## src/rtl/mem_port_arbiter.sv

```systemverilog
// Arbitrates one single-ported memory between instruction fetch and load/store.
// Data wins by default; a grant streak limit and a ready timeout bound every wait.
module mem_port_arbiter #(
    parameter int DATA_W       = 32,
    parameter int ADDR_W       = 32,
    parameter int MAX_D_STREAK = 4,
    parameter int TIMEOUT      = 16
) (
    input  logic              clk,
    input  logic              reset_n,
    input  logic              if_req,
    input  logic [ADDR_W-1:0] if_addr,
    output logic              if_ack,
    output logic [DATA_W-1:0] if_rdata,
    input  logic              d_req,
    input  logic              d_we,
    input  logic [ADDR_W-1:0] d_addr,
    input  logic [DATA_W-1:0] d_wdata,
    output logic              d_ack,
    output logic [DATA_W-1:0] d_rdata,
    output logic              mem_sel,
    output logic              port_valid,
    output logic              port_we,
    output logic [DATA_W-1:0] port_wdata,
    input  logic              port_ready,
    input  logic [DATA_W-1:0] port_rdata,
    output logic              stall_if,
    output logic              stall_mem,
    output logic              err_timeout,
    output logic [1:0]        o_dbg_state
);
    // Handshake: a requester raises x_req and holds addr/data stable until the
    // one-cycle x_ack pulse; the memory ends an access by asserting port_ready
    // while port_valid is high, with port_rdata valid in that same cycle.

    localparam int SW = $clog2(MAX_D_STREAK + 1);
    localparam int TW = $clog2(TIMEOUT);
    localparam logic [SW-1:0] STREAK_MAX = SW'(MAX_D_STREAK);
    localparam logic [TW-1:0] TCNT_LAST  = TW'(TIMEOUT - 1);

    typedef enum logic [1:0] {
        ST_IDLE   = 2'd0,
        ST_BUSY_I = 2'd1,
        ST_BUSY_D = 2'd2
    } state_t;

    state_t            r_state;
    logic              r_if_ack;
    logic              r_d_ack;
    logic [DATA_W-1:0] r_if_rdata;
    logic [DATA_W-1:0] r_d_rdata;
    logic              r_mem_sel;
    logic              r_port_valid;
    logic              r_port_we;
    logic [DATA_W-1:0] r_port_wdata;
    logic              r_err_timeout;
    logic [SW-1:0]     r_streak;
    logic [TW-1:0]     r_tcnt;

    logic w_i_elig;
    logic w_d_elig;
    logic w_grant_d;
    logic w_grant_i;
    logic w_unused;

    // The address mux lives outside this block; addresses only pass through it.
    assign w_unused = ^{if_addr, d_addr};

    // A requester whose ack is high this cycle is finishing, not asking again.
    always_comb begin
        w_i_elig  = if_req & ~r_if_ack;
        w_d_elig  = d_req & ~r_d_ack;
        w_grant_d = (r_state == ST_IDLE) & w_d_elig & (~w_i_elig | (r_streak != STREAK_MAX));
        w_grant_i = (r_state == ST_IDLE) & w_i_elig & ~w_grant_d;
    end

    always_ff @(posedge clk) begin
        if (!reset_n) begin
            r_state       <= ST_IDLE;
            r_if_ack      <= 1'b0;
            r_d_ack       <= 1'b0;
            r_if_rdata    <= '0;
            r_d_rdata     <= '0;
            r_mem_sel     <= 1'b0;
            r_port_valid  <= 1'b0;
            r_port_we     <= 1'b0;
            r_port_wdata  <= '0;
            r_err_timeout <= 1'b0;
            r_streak      <= '0;
            r_tcnt        <= '0;
        end else begin
            r_if_ack <= 1'b0;
            r_d_ack  <= 1'b0;
            case (r_state)
                ST_IDLE: begin
                    if (w_grant_d) begin
                        r_state      <= ST_BUSY_D;
                        r_mem_sel    <= 1'b1;
                        r_port_we    <= d_we;
                        r_port_wdata <= d_wdata;
                        r_port_valid <= 1'b1;
                        r_tcnt       <= '0;
                        if (!if_req) begin
                            r_streak <= '0;
                        end else if (r_streak != STREAK_MAX) begin
                            r_streak <= r_streak + 1'b1;
                        end
                    end else if (w_grant_i) begin
                        r_state      <= ST_BUSY_I;
                        r_mem_sel    <= 1'b0;
                        r_port_we    <= 1'b0;
                        r_port_wdata <= '0;
                        r_port_valid <= 1'b1;
                        r_tcnt       <= '0;
                        r_streak     <= '0;
                    end
                end
                ST_BUSY_I, ST_BUSY_D: begin
                    if (port_ready || (r_tcnt == TCNT_LAST)) begin
                        r_state      <= ST_IDLE;
                        r_port_valid <= 1'b0;
                        if (!port_ready) begin
                            r_err_timeout <= 1'b1;
                        end
                        // An aborted access returns zero rather than bus garbage.
                        if (r_state == ST_BUSY_I) begin
                            r_if_ack   <= 1'b1;
                            r_if_rdata <= port_ready ? port_rdata : '0;
                        end else begin
                            r_d_ack   <= 1'b1;
                            r_d_rdata <= port_ready ? port_rdata : '0;
                        end
                    end else begin
                        r_tcnt <= r_tcnt + 1'b1;
                    end
                end
                default: begin
                    r_state      <= ST_IDLE;
                    r_port_valid <= 1'b0;
                end
            endcase
        end
    end

    assign if_ack      = r_if_ack;
    assign d_ack       = r_d_ack;
    assign if_rdata    = r_if_rdata;
    assign d_rdata     = r_d_rdata;
    assign mem_sel     = r_mem_sel;
    assign port_valid  = r_port_valid;
    assign port_we     = r_port_we;
    assign port_wdata  = r_port_wdata;
    assign err_timeout = r_err_timeout;
    assign o_dbg_state = r_state;

    assign stall_if  = if_req & ~r_if_ack & ~((r_state == ST_BUSY_I) & port_ready);
    assign stall_mem = d_req & ~r_d_ack & ~((r_state == ST_BUSY_D) & port_ready);

endmodule

```

## config.mk

```make
export PLATFORM = sky130hd
export DESIGN_NAME = mem_port_arbiter
export DESIGN_NICKNAME = d
export VERILOG_FILES = /design/src/rtl/mem_port_arbiter.sv
export SDC_FILE = /design/constraint.sdc
export NUM_CORES = 1
export LEC_CHECK = 0
export ABC_AREA = 1
export CAP_MARGIN = 20
export CELL_PAD_IN_SITES_DETAIL_PLACEMENT = 1
export CELL_PAD_IN_SITES_GLOBAL_PLACEMENT = 1
export CORE_MARGIN = 10
export CORE_UTILIZATION = 28
export DETAILED_ROUTE_END_ITERATION = 10
export PLACE_DENSITY_LB_ADDON = 0.3
export SYNTH_ARGS = -nofsm -noshare
export SYNTH_HDL_FRONTEND = slang
export SYNTH_SLANG_ARGS = --single-unit
```

## constraint.sdc

```tcl
create_clock -name clk -period 3 [get_ports clk]
set_clock_uncertainty 0.15 [all_clocks]
set_input_delay 0.45 -clock clk [delete_from_list [all_inputs] [get_ports clk]]
set_output_delay 0.45 -clock clk [all_outputs]
set_load 0.05 [all_outputs]
```

; Word level (Yosys, flattened, before mapping)
; Index checks and enable logic that the tools add are counted.
[classes]
addsub = 2
n_mux = 24
n_reduce_logical = 13
n_bitwise = 19
eq_ne = 8
[op_table]
columns = op, count
row1 = $mux W32, 3
row2 = $reduce_and A3 Y1, 6
row3 = $mux W3, 4
row4 = $mux W4, 3
row5 = $and A1 B1 Y1, 10
row6 = $mux W1, 8
row7 = $not A1 Y1, 8
row8 = $pmux W4 S2, 1
row9 = $mux W2, 3
row10 = $ne A3 B3 Y1 const B, 2
row11 = $add A4 B1 Y4 const B, 1
row12 = $eq A4 B4 Y1 const B, 1
row13 = $ne A2 B2 Y1 const B, 2
row14 = $pmux W2 S2, 1
row15 = $reduce_and A2 Y1, 2
row16 = $reduce_bool A2 Y1, 2
row17 = $add A3 B1 Y3 const B, 1
row18 = $ne A3 B2 Y1 const B, 1
row19 = $eq A2 B1 Y1 const B, 1
row20 = $eq A2 B2 Y1 const B, 1
row21 = $logic_not A2 Y1, 1
row22 = $pmux W1 S2, 1
row23 = $reduce_or A2 Y1, 1
row24 = $logic_or A1 B1 Y1, 1
row25 = $or A1 B1 Y1, 1
[word_totals]
ff_bits = 111
word_cells = 78

; Depth between registers and ports, before layout
; Gate-level depths: netlist (run 1).
[logic_depth]
depth_word = 10
mapped_depth = 10

; Worst setup path after synthesis (run 1)
; Ideal clock, no wire load.
[synth_path]
kind = reg2out
start = reg r_state[1], in the netlist o_dbg_state[1]
end = out stall_if
t_arrival_ns = 1.786
setup_slack_ns = 0.614
n_path_buf = 0
path_stages_with_launch = 4
t_required_ns = 2.400
path_cell_list = dfxtp_1 > inv_1 > ha_1 > a21oi_1
[synth_between]
elab_chain_cells = 4
[synth_rtl]
columns = item, line
row1 = start: declaration, 47  ; state_t r_state;
row2 = start signal: assignment, 79  ; r_state <= ST_IDLE;
row3 = start signal: assignment, 97  ; r_state <= ST_BUSY_D;
row4 = start signal: assignment, 109  ; r_state <= ST_BUSY_I;
row5 = $eq A2 B1 Y1, 156  ; assign stall_if = if_req & ~r_if_ack & ~((r_state == ST_BUSY_I) & port_ready);
row6 = $and A1 B1 Y1, 156
row7 = $not A1 Y1, 156
row8 = $and A1 B1 Y1, 156
row9 = end: declaration, 27  ; output logic stall_if,
; Every way passes these cells.

; Worst setup path in the final report (run 1)
[layout_path]
start = reg r_state[1], in the netlist o_dbg_state[1]
end = reg r_d_rdata[21], in the netlist d_rdata[21]
[layout_between]
elab_chain_cells = 3
[layout_rtl]
columns = item, line
row1 = $eq A2 B1 Y1 or $eq A2 B2 Y1 (tied branches), "94, 126"
row2 = $reduce_or A2 Y1 or $not A1 Y1 (tied branches), n/a
row3 = $reduce_and A3 Y1 (no source line) *, n/a
row4 = end signal: assignment, 131  ; r_d_rdata <= port_ready ? port_rdata : '0;
row5 = end: declaration, 51  ; logic [DATA_W-1:0] r_d_rdata;
; Every way passes the cells marked *; elsewhere a longest branch is shown, timed or not.
; A chain may end at the register's enable or synchronous reset.

==> results.md, run 1 <==
* Result of the run: finished, final reports clean
* Htree depth at 3
* Kind of end point of the critical path: flip-flop
* Synthesized instance count at roughly 520
* Vias at 4141
* Number of enable-type register cells in the synthesized netlist at 0
* Area of the multi-input gates at roughly 1700 um2
* Post-DR vias/cell at 4.815
* Final Routed Wirelength at 14.82 mm
* Total of hold buffers inserted after clock tree synthesis at 0
* Design internal power at 3.381 mW
* Sequential power share at 32.1%
* Height of the chip at 142.0 um
* Net count after synthesis at 655
* Fraction of registers with async set/reset at 0%
* Static Leakage at ~2.4 nW
* Relative contribution of the clock network to total power at between 10% and 20%
* Total instance count after detailed placement at around 850
* 1st-pass router iterations at 4
* Insertion delay of the later-clocked pin in the worst-skew pair at 0.35 ns
* Initial core utilization at ~29%
* Number of antenna violations at the first check in global routing at 0
* Number of ports placed on the die boundary at 240
* Number of setup buffers added after CTS at 0
* Synthesized area divided by synthesized cell count at 8.093 um2
* Commonest cells in the synthesized netlist: sky130_fd_sc_hd__dfxtp_1 (111), sky130_fd_sc_hd__nand2_1 (98), sky130_fd_sc_hd__a21oi_1 (91)
* Critical path class: reg -> reg
* Initial drt markers at 161
* Most repeated cell in the gate-level netlist after synthesis: sky130_fd_sc_hd__dfxtp_1
* Setup tns final at 0 ns
* Wire length of the first global-routing pass at 24.02 mm
* Relative slew margins at between 50% and 60%
* Fin. Hold Viols at 0
* Unrepaired setup endpoints after global routing: false
* NumNets Final at 812
* Post_cts resized at 0
* Register bit count reported by yosys at 111
* Number of warnings printed during yosys synthesis at 0
* Final instance count without filler cells at 860
* Num CTS Buffers at 9
* CTS tree: yes
* Via count of the first global-routing pass at approximately 4400
* Commonest register cell after synthesis: sky130_fd_sc_hd__dfxtp_1
* Final worst path period need at roughly 2.2 ns
* Critical path fanouts, max at 46
* Ratio of total power to cell area at slightly below 1000 nW/um2
* Antenna Diode Count at 0
* NetSw at 2.894 mW
* Layout overhead on the synthesized area at 51.97%
* Max incr delay on CP at 0.40 ns
* All-Layer GR Usage at 14.64%
* Critical path's most frequent cell: sky130_fd_sc_hd__inv_2
* Critical path cell sequence: inv_1 -> ha_1 -> inv_2 -> nor2_1 -> nand2_1 -> inv_2 -> buf_12 -> o21ai_0 -> a21oi_1
* Max cap viols at 0
* Number of unique standard cell types used by synthesis at 22
* CP startpoint kind: flip-flop
* Worst path slowest cell: sky130_fd_sc_hd__dfxtp_1
* Clock-pin slew on the worst setup and hold paths at ~0.07 ns
* Required time at the worst-slack endpoint at 3.13 ns
* Final critical-path share of the clock period at 74.77%
* Largest voltage drop on the vdd net at about 0.00039 V
* Biggest area consumer among synthesized cells: sky130_fd_sc_hd__dfxtp_1
* Class of the tightest hold or removal check: reg -> reg
* Floorplan core area at 14530 um2
* Port buffer count at 175
* Number of clock sinks at 111
* Max Transition Viols Final at 0
* Leftover overflow at the end of global routing at 0
* Horizontal die dimension at 142.0 um
* Fraction of layout cells with a size suffix above 1 at 5.325%
* Clock tree root driver cell: sky130_fd_sc_hd__clkbuf_16
* Tightest Pin Transition at 0.6596 ns
* Largest net degree at the start of global routing at 65
* FP Rows at 44
* Wire length per cell after detailed routing at ~17 um
* Remaining routing DRC violations at 0
* Gp weighted congestion at 0.7839
* Sequential fraction of the synthesis area at 53.32%
* Summed instance area of the synthesized netlist at approximately 4200 um2
* Final setup violation count at 0
* Area share of the largest cell type after synthesis at 53.32%
* Number of nets still failing antenna checks after routing at 0
* Max Fclk at roughly 450 MHz
* CP arrival at 2.37 ns
* Filler cells at 1727
* Net switching share of the total power at 46.12%
* Biggest area contributors in the synthesized netlist: sky130_fd_sc_hd__dfxtp_1 (53%), sky130_fd_sc_hd__a21oi_1 (11%), sky130_fd_sc_hd__nand2_1 (8.8%)
* Gate power share at between 50% and 60%
* Max Root-Sink Buffers at 2
* Total die area at 20170 um2
* Half-perimeter wire length after detailed placement at 10.64 mm
* Flip-flop and latch area at 2222 um2
-- kinds of logic (layout without fill, tap and decap cells) --
logic type / Yosys count / after routing / synth area share [%]
buffers and inverters: 60 / 221 / 6.364
flip-flops: 111 / 111 / 53.32
AND/OR/NAND/NOR: 178 / 178 / 17.89
adder cells (fa/ha/maj): 6 / 6 / 1.801
AO/OA/AOI/OAI: 160 / 160 / 20.62
-- power by group through the flow --
stage / Clock [mW] / Combinational, mW / Sequential, mW
global placement: 0 / 3.12 / 2.02
floorplan: 0 / 0.971 / 3.16
finish: 1.10 / 3.16 / 2.01
global route: 1.22 / 3.40 / 2.06
CTS: 1.15 / 3.21 / 2.02
detailed placement: 0 / 3.19 / 2.04
-- flip-flops by register name (all words and copies together), names as in the netlist --
signal	count
err_timeout	1
mem_sel	1
if_rdata	32
d_rdata	32
o_dbg_state	2
r_tcnt	4
r_streak	3
d_ack	1
port_valid	1
port_wdata	32
port_we	1
if_ack	1
-- path summary, 6_finish.rpt --
path,from,end,slack (ns),cells past startpoint
setup / recovery,o_dbg_state[1],d_rdata[21],0.76,9
hold / removal,mem_sel,mem_sel,0.31,2
setup reg to reg,o_dbg_state[1],d_rdata[21],0.76,9
hold reg to reg,mem_sel,mem_sel,0.31,2
-- critical path, delay by kind of cell (launching register included) --
kind	cells	cell delay, ns
buffers and inverters	4	0.73
flip-flops	1	0.40
adder cells (fa/ha/maj)	1	0.37
AO/OA/AOI/OAI	2	0.27
AND/OR/NAND/NOR	2	0.21
-- cell type report --
cell class              count  share of cell area, %
clock buffers              10                  3.615
inverters                  23                  1.363
multi-input cells         344                  26.53
repair buffers            183                  29.24
well taps                 184                  3.635
flip-flops and latches    111                  35.08
clock inverters             5                 0.5334
-- placed cells by master, fill, tap and decap left out, types with 2 or more instances in the layout --
cell                              netlist  layout
sky130_fd_sc_hd__clkdlybuf4s50_1        0     172
sky130_fd_sc_hd__dfxtp_1              111     111
sky130_fd_sc_hd__nand2_1               98      98
sky130_fd_sc_hd__a21oi_1               91      91
sky130_fd_sc_hd__o21ai_0               50      50
sky130_fd_sc_hd__nand3_1               43      43
sky130_fd_sc_hd__nor2_1                31      31
sky130_fd_sc_hd__inv_1                 18      18
sky130_fd_sc_hd__a211oi_1              14      14
sky130_fd_sc_hd__clkbuf_16              0       9
sky130_fd_sc_hd__ha_1                   6       6
sky130_fd_sc_hd__buf_4                  4       6
sky130_fd_sc_hd__inv_2                  5       5
sky130_fd_sc_hd__buf_12                 0       4
sky130_fd_sc_hd__a211oi_2               3       3
sky130_fd_sc_hd__nor2_4                 2       2
sky130_fd_sc_hd__nand4_1                2       2
sky130_fd_sc_hd__clkinv_2               0       2
sky130_fd_sc_hd__clkinvlp_4             0       2
-- metal layers --
metal  GRT usage (%)  up-vias  share of wire (%)  routed length (um)
met2           21.59      145                 43                6364
li1                -     2043                  -                   -
met5               0        -                  0                   0
met1           17.71     1941                 44                6459
met4           4.734        0                1.3                 198
met3           8.044       12                 12                1798
-- per-stage QoR --
step	area (um2)	util (%)	setup WS (ns)	power (mW)	hold slack (ns)
after floorplan	4168	-	0.6139	4.128	0.3165
after global placement	6071	41.77	0.6745	5.143	0.3012
after detailed placement	6071	41.77	0.5924	5.233	0.3037
after CTS	6334	43.58	0.7266	6.372	0.3151
after global routing	6334	43.58	0.5439	6.684	0.3397
final	6334	43.58	0.7568	6.274	0.3096
No activity file was read; power rests on OpenSTA's default activity.
==> run 2, diff against run 1 <==
CORE_UTILIZATION = 23   (was 28)
clock period = 1.8 ns   (was 3 ns; I/O delays follow)
==> results.md, run 2 (synthesized netlist as in run 1, its figures left out) <==
* Min-delay src: port_wdata[27]
* Max Root-Sink Buffers at 2 (unchanged)
* Final total power at 11.35 mW (+81%)
* CP startpoint kind: flip-flop
* Final Routed Wirelength at 16.54 mm (+12%)
* CP arrival at 1.36 ns (-1.01 ns)
* Instance area after placement at 6090 um2 (+0.31%)
* Antenna Diode Count at 0 (unchanged)
* Final worst path period need at 1.777 ns
* Final critical-path share of the clock period at around 99%
* Vias at 4322 (+4.4%)
* Num CTS Buffers at 9 (unchanged)
* Clock tree root driver cell: sky130_fd_sc_hd__clkbuf_16
* CTS tree: yes
* Total instance count after detailed placement at 912 (+7.9%)
* Critical path class: reg -> out
* Wire length of the first global-routing pass at 26.12 mm (+8.7%)
* Worst slack on hold paths at 0.3203 ns (+0.01072 ns)
* Result of the run: finished, final reports clean
* Number of ports placed on the die boundary at 240 (unchanged)
* Clock-pin slew on the worst setup and hold paths at 0.08 ns (about the same)
* Critical path fanouts, max at 4 (-91%)
* Worst path slowest cell: sky130_fd_sc_hd__dfxtp_4
* Max Fclk at between 500 and 600 MHz
* Number of antenna violations at the first check in global routing at 0 (unchanged)
* All-Layer GR Usage at 13.33% (-1.3 points)
* Floorplan core area at 17900 um2 (+23%)
* NumNets Final at 847 (+4.3%)
* Final Worst Setup Slack at 0.02253 ns (-0.7342 ns)
* Final instance count without filler cells at 941 (+9.4%)
* R2R setup slack at 0.11 ns (-0.65 ns)
* Half-perimeter wire length after detailed placement at 11.81 mm (+11%)
* Worst setup path startpoint: o_dbg_state[1]
* Largest net degree at the start of global routing at 37 (-43%)
* Via count of the first global-routing pass at 4850 (+10%)
* Fin. Hold Viols at 0 (unchanged)
* Class of the tightest hold or removal check: reg -> reg
* Initial drt markers at 115 (-29%)
* Leftover overflow at the end of global routing at 0 (unchanged)
* Initial core utilization at 23.28% (-5.4 points)
* Height of the chip at 154.6 um (+8.9%)
* Port buffer count at 175 (unchanged)
* Post-route cell area at 6754 um2 (+6.6%)
* Pre-CTS worst setup slack at -0.1573 ns (-0.7497 ns)
* Required time at the worst-slack endpoint at 1.38 ns (-1.75 ns)
* Max cap viols at 0 (unchanged)
* Remaining routing DRC violations at 0 (unchanged)
* Tightest Pin Transition at 0.3907 ns (-0.2689 ns)
* Unrepaired setup endpoints after global routing: true
* Worst reg2reg startpoint: o_dbg_state[1]
* Htree depth at 3 (unchanged)
* Wire length per cell after detailed routing at 17.58 um (+2.0%)
* Layout overhead on the synthesized area at 62.05%
* Setup tns final at 0 ns (unchanged)
* Post-DR vias/cell at 4.593 (-4.6%)
* Fraction of layout cells with a size suffix above 1 at 28.09% (+23 points)
* FP Rows at 49 (+11%)
* Number of clock sinks at 111 (unchanged)
* Filler cells at 2135 (+24%)
* Insertion delay of the later-clocked pin in the worst-skew pair at 0.35 ns (about the same)
* Relative slew margins at 73.96% (+18 points)
* Top library cells by usage in the layout, fill and taps aside: sky130_fd_sc_hd__buf_4 (130), sky130_fd_sc_hd__dfxtp_1 (107), sky130_fd_sc_hd__nand2_1 (93), sky130_fd_sc_hd__a21oi_1 (89), sky130_fd_sc_hd__clkdlybuf4s50_1 (69)
* Total die area at 23900 um2 (+19%)
* Kind of end point of the critical path: output port
* Most common library cell in the layout ignoring fill and taps: sky130_fd_sc_hd__buf_4
* Ratio of total power to cell area at 1681 nW/um2 (+70%)
* Max Transition Viols Final at 0 (unchanged)
* Gp weighted congestion at 0.8031 (+2.4%)
* 1st-pass router iterations at 4 (unchanged)
* Final setup violation count at 0 (unchanged)
* Max incr delay on CP at 0.37 ns (-0.03 ns)
* Horizontal die dimension at 154.6 um (+8.9%)
* Finished Core Util at 37.73% (-5.9 points)
* Kind of cell with the highest combined delay on the critical path: flip-flops
* Critical path cell sequence: inv_1 -> ha_2 -> a21oi_2 -> buf_12
* Number of nets still failing antenna checks after routing at 0 (unchanged)
* Static Leakage at 2.852 nW (+20%)
* Number of buffer and inverter stages on the critical path at 2 (-2)
* Largest voltage drop on the vdd net at 0.0008325 V (+110%)
## run 2: worst paths after layout
| path | to | cells past startpoint |
|---|---|---|
| hold / removal | port_wdata[27] | 2 |
| setup reg to reg | if_rdata[11] | 8 |
| setup / recovery | stall_if | 4 |
| hold reg to reg | port_wdata[27] | 2 |
## run 2: worst reg2reg max path: stages, from the launching register on
cell	delay [ns]
sky130_fd_sc_hd__dfxtp_4	0.37
sky130_fd_sc_hd__inv_1	0.07
sky130_fd_sc_hd__ha_4	0.29
sky130_fd_sc_hd__nand2_2	0.07
sky130_fd_sc_hd__nor2_4	0.11
sky130_fd_sc_hd__buf_12	0.13
sky130_fd_sc_hd__bufbuf_16	0.26
sky130_fd_sc_hd__o21ai_0	0.07
sky130_fd_sc_hd__a21oi_1	0.11
## run 2: area by class of cell
class	count	area, um2	area share, %
timing repair buffer	218	2052	30.38
clock buffer	10	229.0	3.390
inverter	23	93.84	1.389
multi-input combinational	344	1782	26.38
clock inverter	6	76.32	1.130
sequential	111	2235	33.09
tap	229	286.5	4.242
## run 2: power by group
| part | internal, mW | switching, mW | leakage [nW] |
|---|---|---|---|
| clock | 1.11 | 0.980 | 0.150 |
| combinational | 2.02 | 3.85 | 1.80 |
| sequential | 3.06 | 0.345 | 0.907 |
| total | 6.18 | 5.17 | 2.85 |
## run 2: metal layers
metal	up-vias	track usage, %	share of wire (%)
met3	11	7.099	11
met5	-	0	0
met2	144	21.56	46
met4	0	3.194	0.99
met1	2045	15.11	41
li1	2122	-	-
## run 2: repair_timing
item	4_1_cts	5_1_grt
buffers inserted	3	5
endpoints found under the setup margin	18	87
cloned	3	2
pin swaps	2	5
resized for setup	11	33
hold buffers	0	0
==> run 3, diff against run 2 <==
clock period = 1.5 ns   (was 1.8 ns; I/O delays follow)
==> results.md, run 3 (synthesized netlist as in run 1, its figures left out) <==
* Tightest Pin Transition at 0.3406 ns (-0.05006 ns)
* Violations in the final reports: setup timing
* Highest metal layer with signal wires: met4
* Height of the chip at 154.6 um (unchanged)
* Pre-CTS worst setup slack at -0.3585 ns (-0.2012 ns)
* Depth of the worst hold-timing path at 3 (+1)
* Post-DR vias/cell at 4.794 (+4.4%)
* Critical path cell sequence: inv_4 -> ha_4 -> inv_4 -> nor2_4 -> nand2_2 -> clkinv_4 -> buf_12 -> o21ai_0 -> a21oi_2
* Leftover overflow at the end of global routing at 0 (unchanged)
* All-Layer GR Usage at 17.01% (+3.7 points)
* Insertion delay of the later-clocked pin in the worst-skew pair at 0.36 ns (about the same)
* CP startpoint kind: flip-flop
* Detailed-routing wirelength on met1 at 8.525 mm (+24%)
* Num CTS Buffers at 9 (unchanged)
* Final Routed Wirelength at 22.44 mm (+36%)
* Gp weighted congestion at 0.7674 (-4.4%)
* Remaining routing DRC violations at 0 (unchanged)
* Vias at 4741 (+9.7%)
* Layout overhead on the synthesized area at 136.7%
* Clock-pin slew on the worst setup and hold paths at 0.08 ns (about the same)
* Number of antenna violations at the first check in global routing at 0 (unchanged)
* Min-delay src: reset_n
* Number of ports placed on the die boundary at 240 (unchanged)
* R2R setup slack at -0.24 ns (-0.35 ns)
* Routed met2 length at 11.51 mm (+50%)
* Final critical-path share of the clock period at 116.2%
* Port buffer count at 175 (unchanged)
* Max Transition Viols Final at 0 (unchanged)
* Class of the tightest hold or removal check: in -> reg
* Largest voltage drop on the vdd net at 0.0009401 V (+13%)
* Final setup violation count at 105 (+105)
* CTS tree: yes
* Antenna Diode Count at 0 (unchanged)
* NumNets Final at 895 (+5.7%)
* Instance area after placement at 7569 um2 (+24%)
* Htree depth at 3 (unchanged)
* Critical path class: reg -> reg
* Worst path slowest cell: sky130_fd_sc_hd__dfxtp_4
* Final Worst Setup Slack at -0.2432 ns (-0.2657 ns)
* Final instance count without filler cells at 989 (+5.1%)
* Result of the run: finished with violations
* Critical path fanouts, max at 19 (+15)
* Fin. Hold Viols at 0 (unchanged)
* Critical path's most frequent cell: sky130_fd_sc_hd__inv_4
* Worst reg2reg startpoint: o_dbg_state[1]
* FP Rows at 49 (unchanged)
* Initial core utilization at 23.28% (unchanged)
* Worst slack on hold paths at 0.09766 ns (-0.2227 ns)
* Required time at the worst-slack endpoint at 1.60 ns (+0.22 ns)
* Fraction of layout cells with a size suffix above 1 at 56.32% (+28 points)
* Static Leakage at 3.809 nW (+34%)
* Ratio of total power to cell area at 2010 nW/um2 (+20%)
* Number of cells on the worst reg-to-reg path at 9 (+1)
* Final worst path period need at 1.743 ns
* Wire length of the first global-routing pass at 32.33 mm (+24%)
* Reg-to-reg critical path endpoint: d_rdata[19]
* Unrepaired setup endpoints after global routing: true
* Top library cells by usage in the layout, fill and taps aside: sky130_fd_sc_hd__buf_12 (132), sky130_fd_sc_hd__dfxtp_1 (103), sky130_fd_sc_hd__clkdlybuf4s50_1 (68), sky130_fd_sc_hd__a21oi_2 (65), sky130_fd_sc_hd__nand2_1 (54)
* 1st-pass router iterations at 4 (unchanged)
* Post-route cell area at 9863 um2 (+46%)
* Most common library cell in the layout ignoring fill and taps: sky130_fd_sc_hd__buf_12
* Half-perimeter wire length after detailed placement at 12.71 mm (+7.6%)
* Total of hold buffers inserted after clock tree synthesis at 0 (unchanged)
* Total instance count after detailed placement at 924 (+1.3%)
* Relative slew margins at 77.29% (+3.3 points)
* Wire length per cell after detailed routing at 22.69 um (+29%)
* CP arrival at 1.85 ns (+0.49 ns)
* Max cap viols at 0 (unchanged)
* Number of nets still failing antenna checks after routing at 0 (unchanged)
* Number of clock sinks at 111 (unchanged)
* Kind of end point of the critical path: flip-flop
* Clock tree root driver cell: sky130_fd_sc_hd__clkbuf_16
* Floorplan core area at 17900 um2 (unchanged)
* Horizontal die dimension at 154.6 um (unchanged)
* Routed wire length on met3 at 2.158 mm (+17%)
* Via count of the first global-routing pass at 5377 (+11%)
* Max incr delay on CP at 0.36 ns (about the same)
* Final total power at 19.82 mW (+75%)
* Total die area at 23900 um2 (unchanged)
* Max Root-Sink Buffers at 2 (unchanged)
* Initial drt markers at 129 (+12%)
* Max Fclk at around 570 MHz
* Largest net degree at the start of global routing at 43 (+16%)
* Hold worst-path end: r_tcnt[0]
[run 3: cell count changes in the layout (fill, tap and decap cells not counted), moves of 16 or more]
cell,change
sky130_fd_sc_hd__nand2_1,-39
sky130_fd_sc_hd__buf_12,+123
sky130_fd_sc_hd__buf_4,-98
sky130_fd_sc_hd__nand3_1,-24
sky130_fd_sc_hd__nand3_2,+18
sky130_fd_sc_hd__a21oi_1,-66
sky130_fd_sc_hd__o21ai_0,-41
sky130_fd_sc_hd__a21oi_2,+63
sky130_fd_sc_hd__o21ai_1,+16
sky130_fd_sc_hd__nand2_4,+22
[run 3: through the flow]
stage / TNS (ns) / utilization [%]
floorplan: -8.216 / -
global placement: -23.11 / 42.28
detailed placement: -26.38 / 42.28
CTS: -11.42 / 50.75
global route: -20.48 / 55.10
finish: -13.41 / 55.10
[run 3: metal layers]
metal,GRT usage [%],vias up
met5,0,-
met3,8.569,20
met4,3.644,0
met2,29.40,173
met1,18.18,2323
li1,-,2225
[run 3: worst max path at each step]
stage                   start           to  slack, ns
2_1_floorplan  o_dbg_state[0]  d_rdata[16]      -0.14
3_3_place_gp            d_req  r_streak[1]      -0.26
3_5_place_dp            d_req    r_tcnt[0]      -0.36
4_1_cts        o_dbg_state[0]    stall_mem      -0.23
5_1_grt        o_dbg_state[1]  d_rdata[19]      -0.34
6_report       o_dbg_state[1]  d_rdata[19]      -0.24
[run 3: critical path, delay by kind of cell (launching register included)]
kind	cells	cell delay, ns
buffers and inverters	4	0.39
DFF	1	0.36
AOI/OAI and AO/OA	2	0.34
adders and majority gates	1	0.26
and+or+nand+nor	2	0.12
[run 3: what timing repair did]
action	in CTS	in global routing
pin swaps	45	53
endpoints found under the hold margin	0	0
setup endpoints to repair	106	112
resized for setup	160	210
gates cloned	18	3
buffers inserted	26	20
[run 3: cell type report]
cell class | instances | area (um2)
sequential | 111 | 2240
clock inverter | 5 | 60.06
timing repair buffer | 266 | 4146
inverter | 23 | 101.3
multi-input combinational | 344 | 2786
tap | 229 | 286.5
fill | 1802 | 8039
clock buffer | 11 | 242.7
[run 3: power by group]
group | switching (mW) | leakage, nW | internal [mW]
sequential | 0.893 | 0.909 | 3.68
clock | 1.21 | 0.151 | 1.36
combinational | 6.47 | 2.75 | 6.21
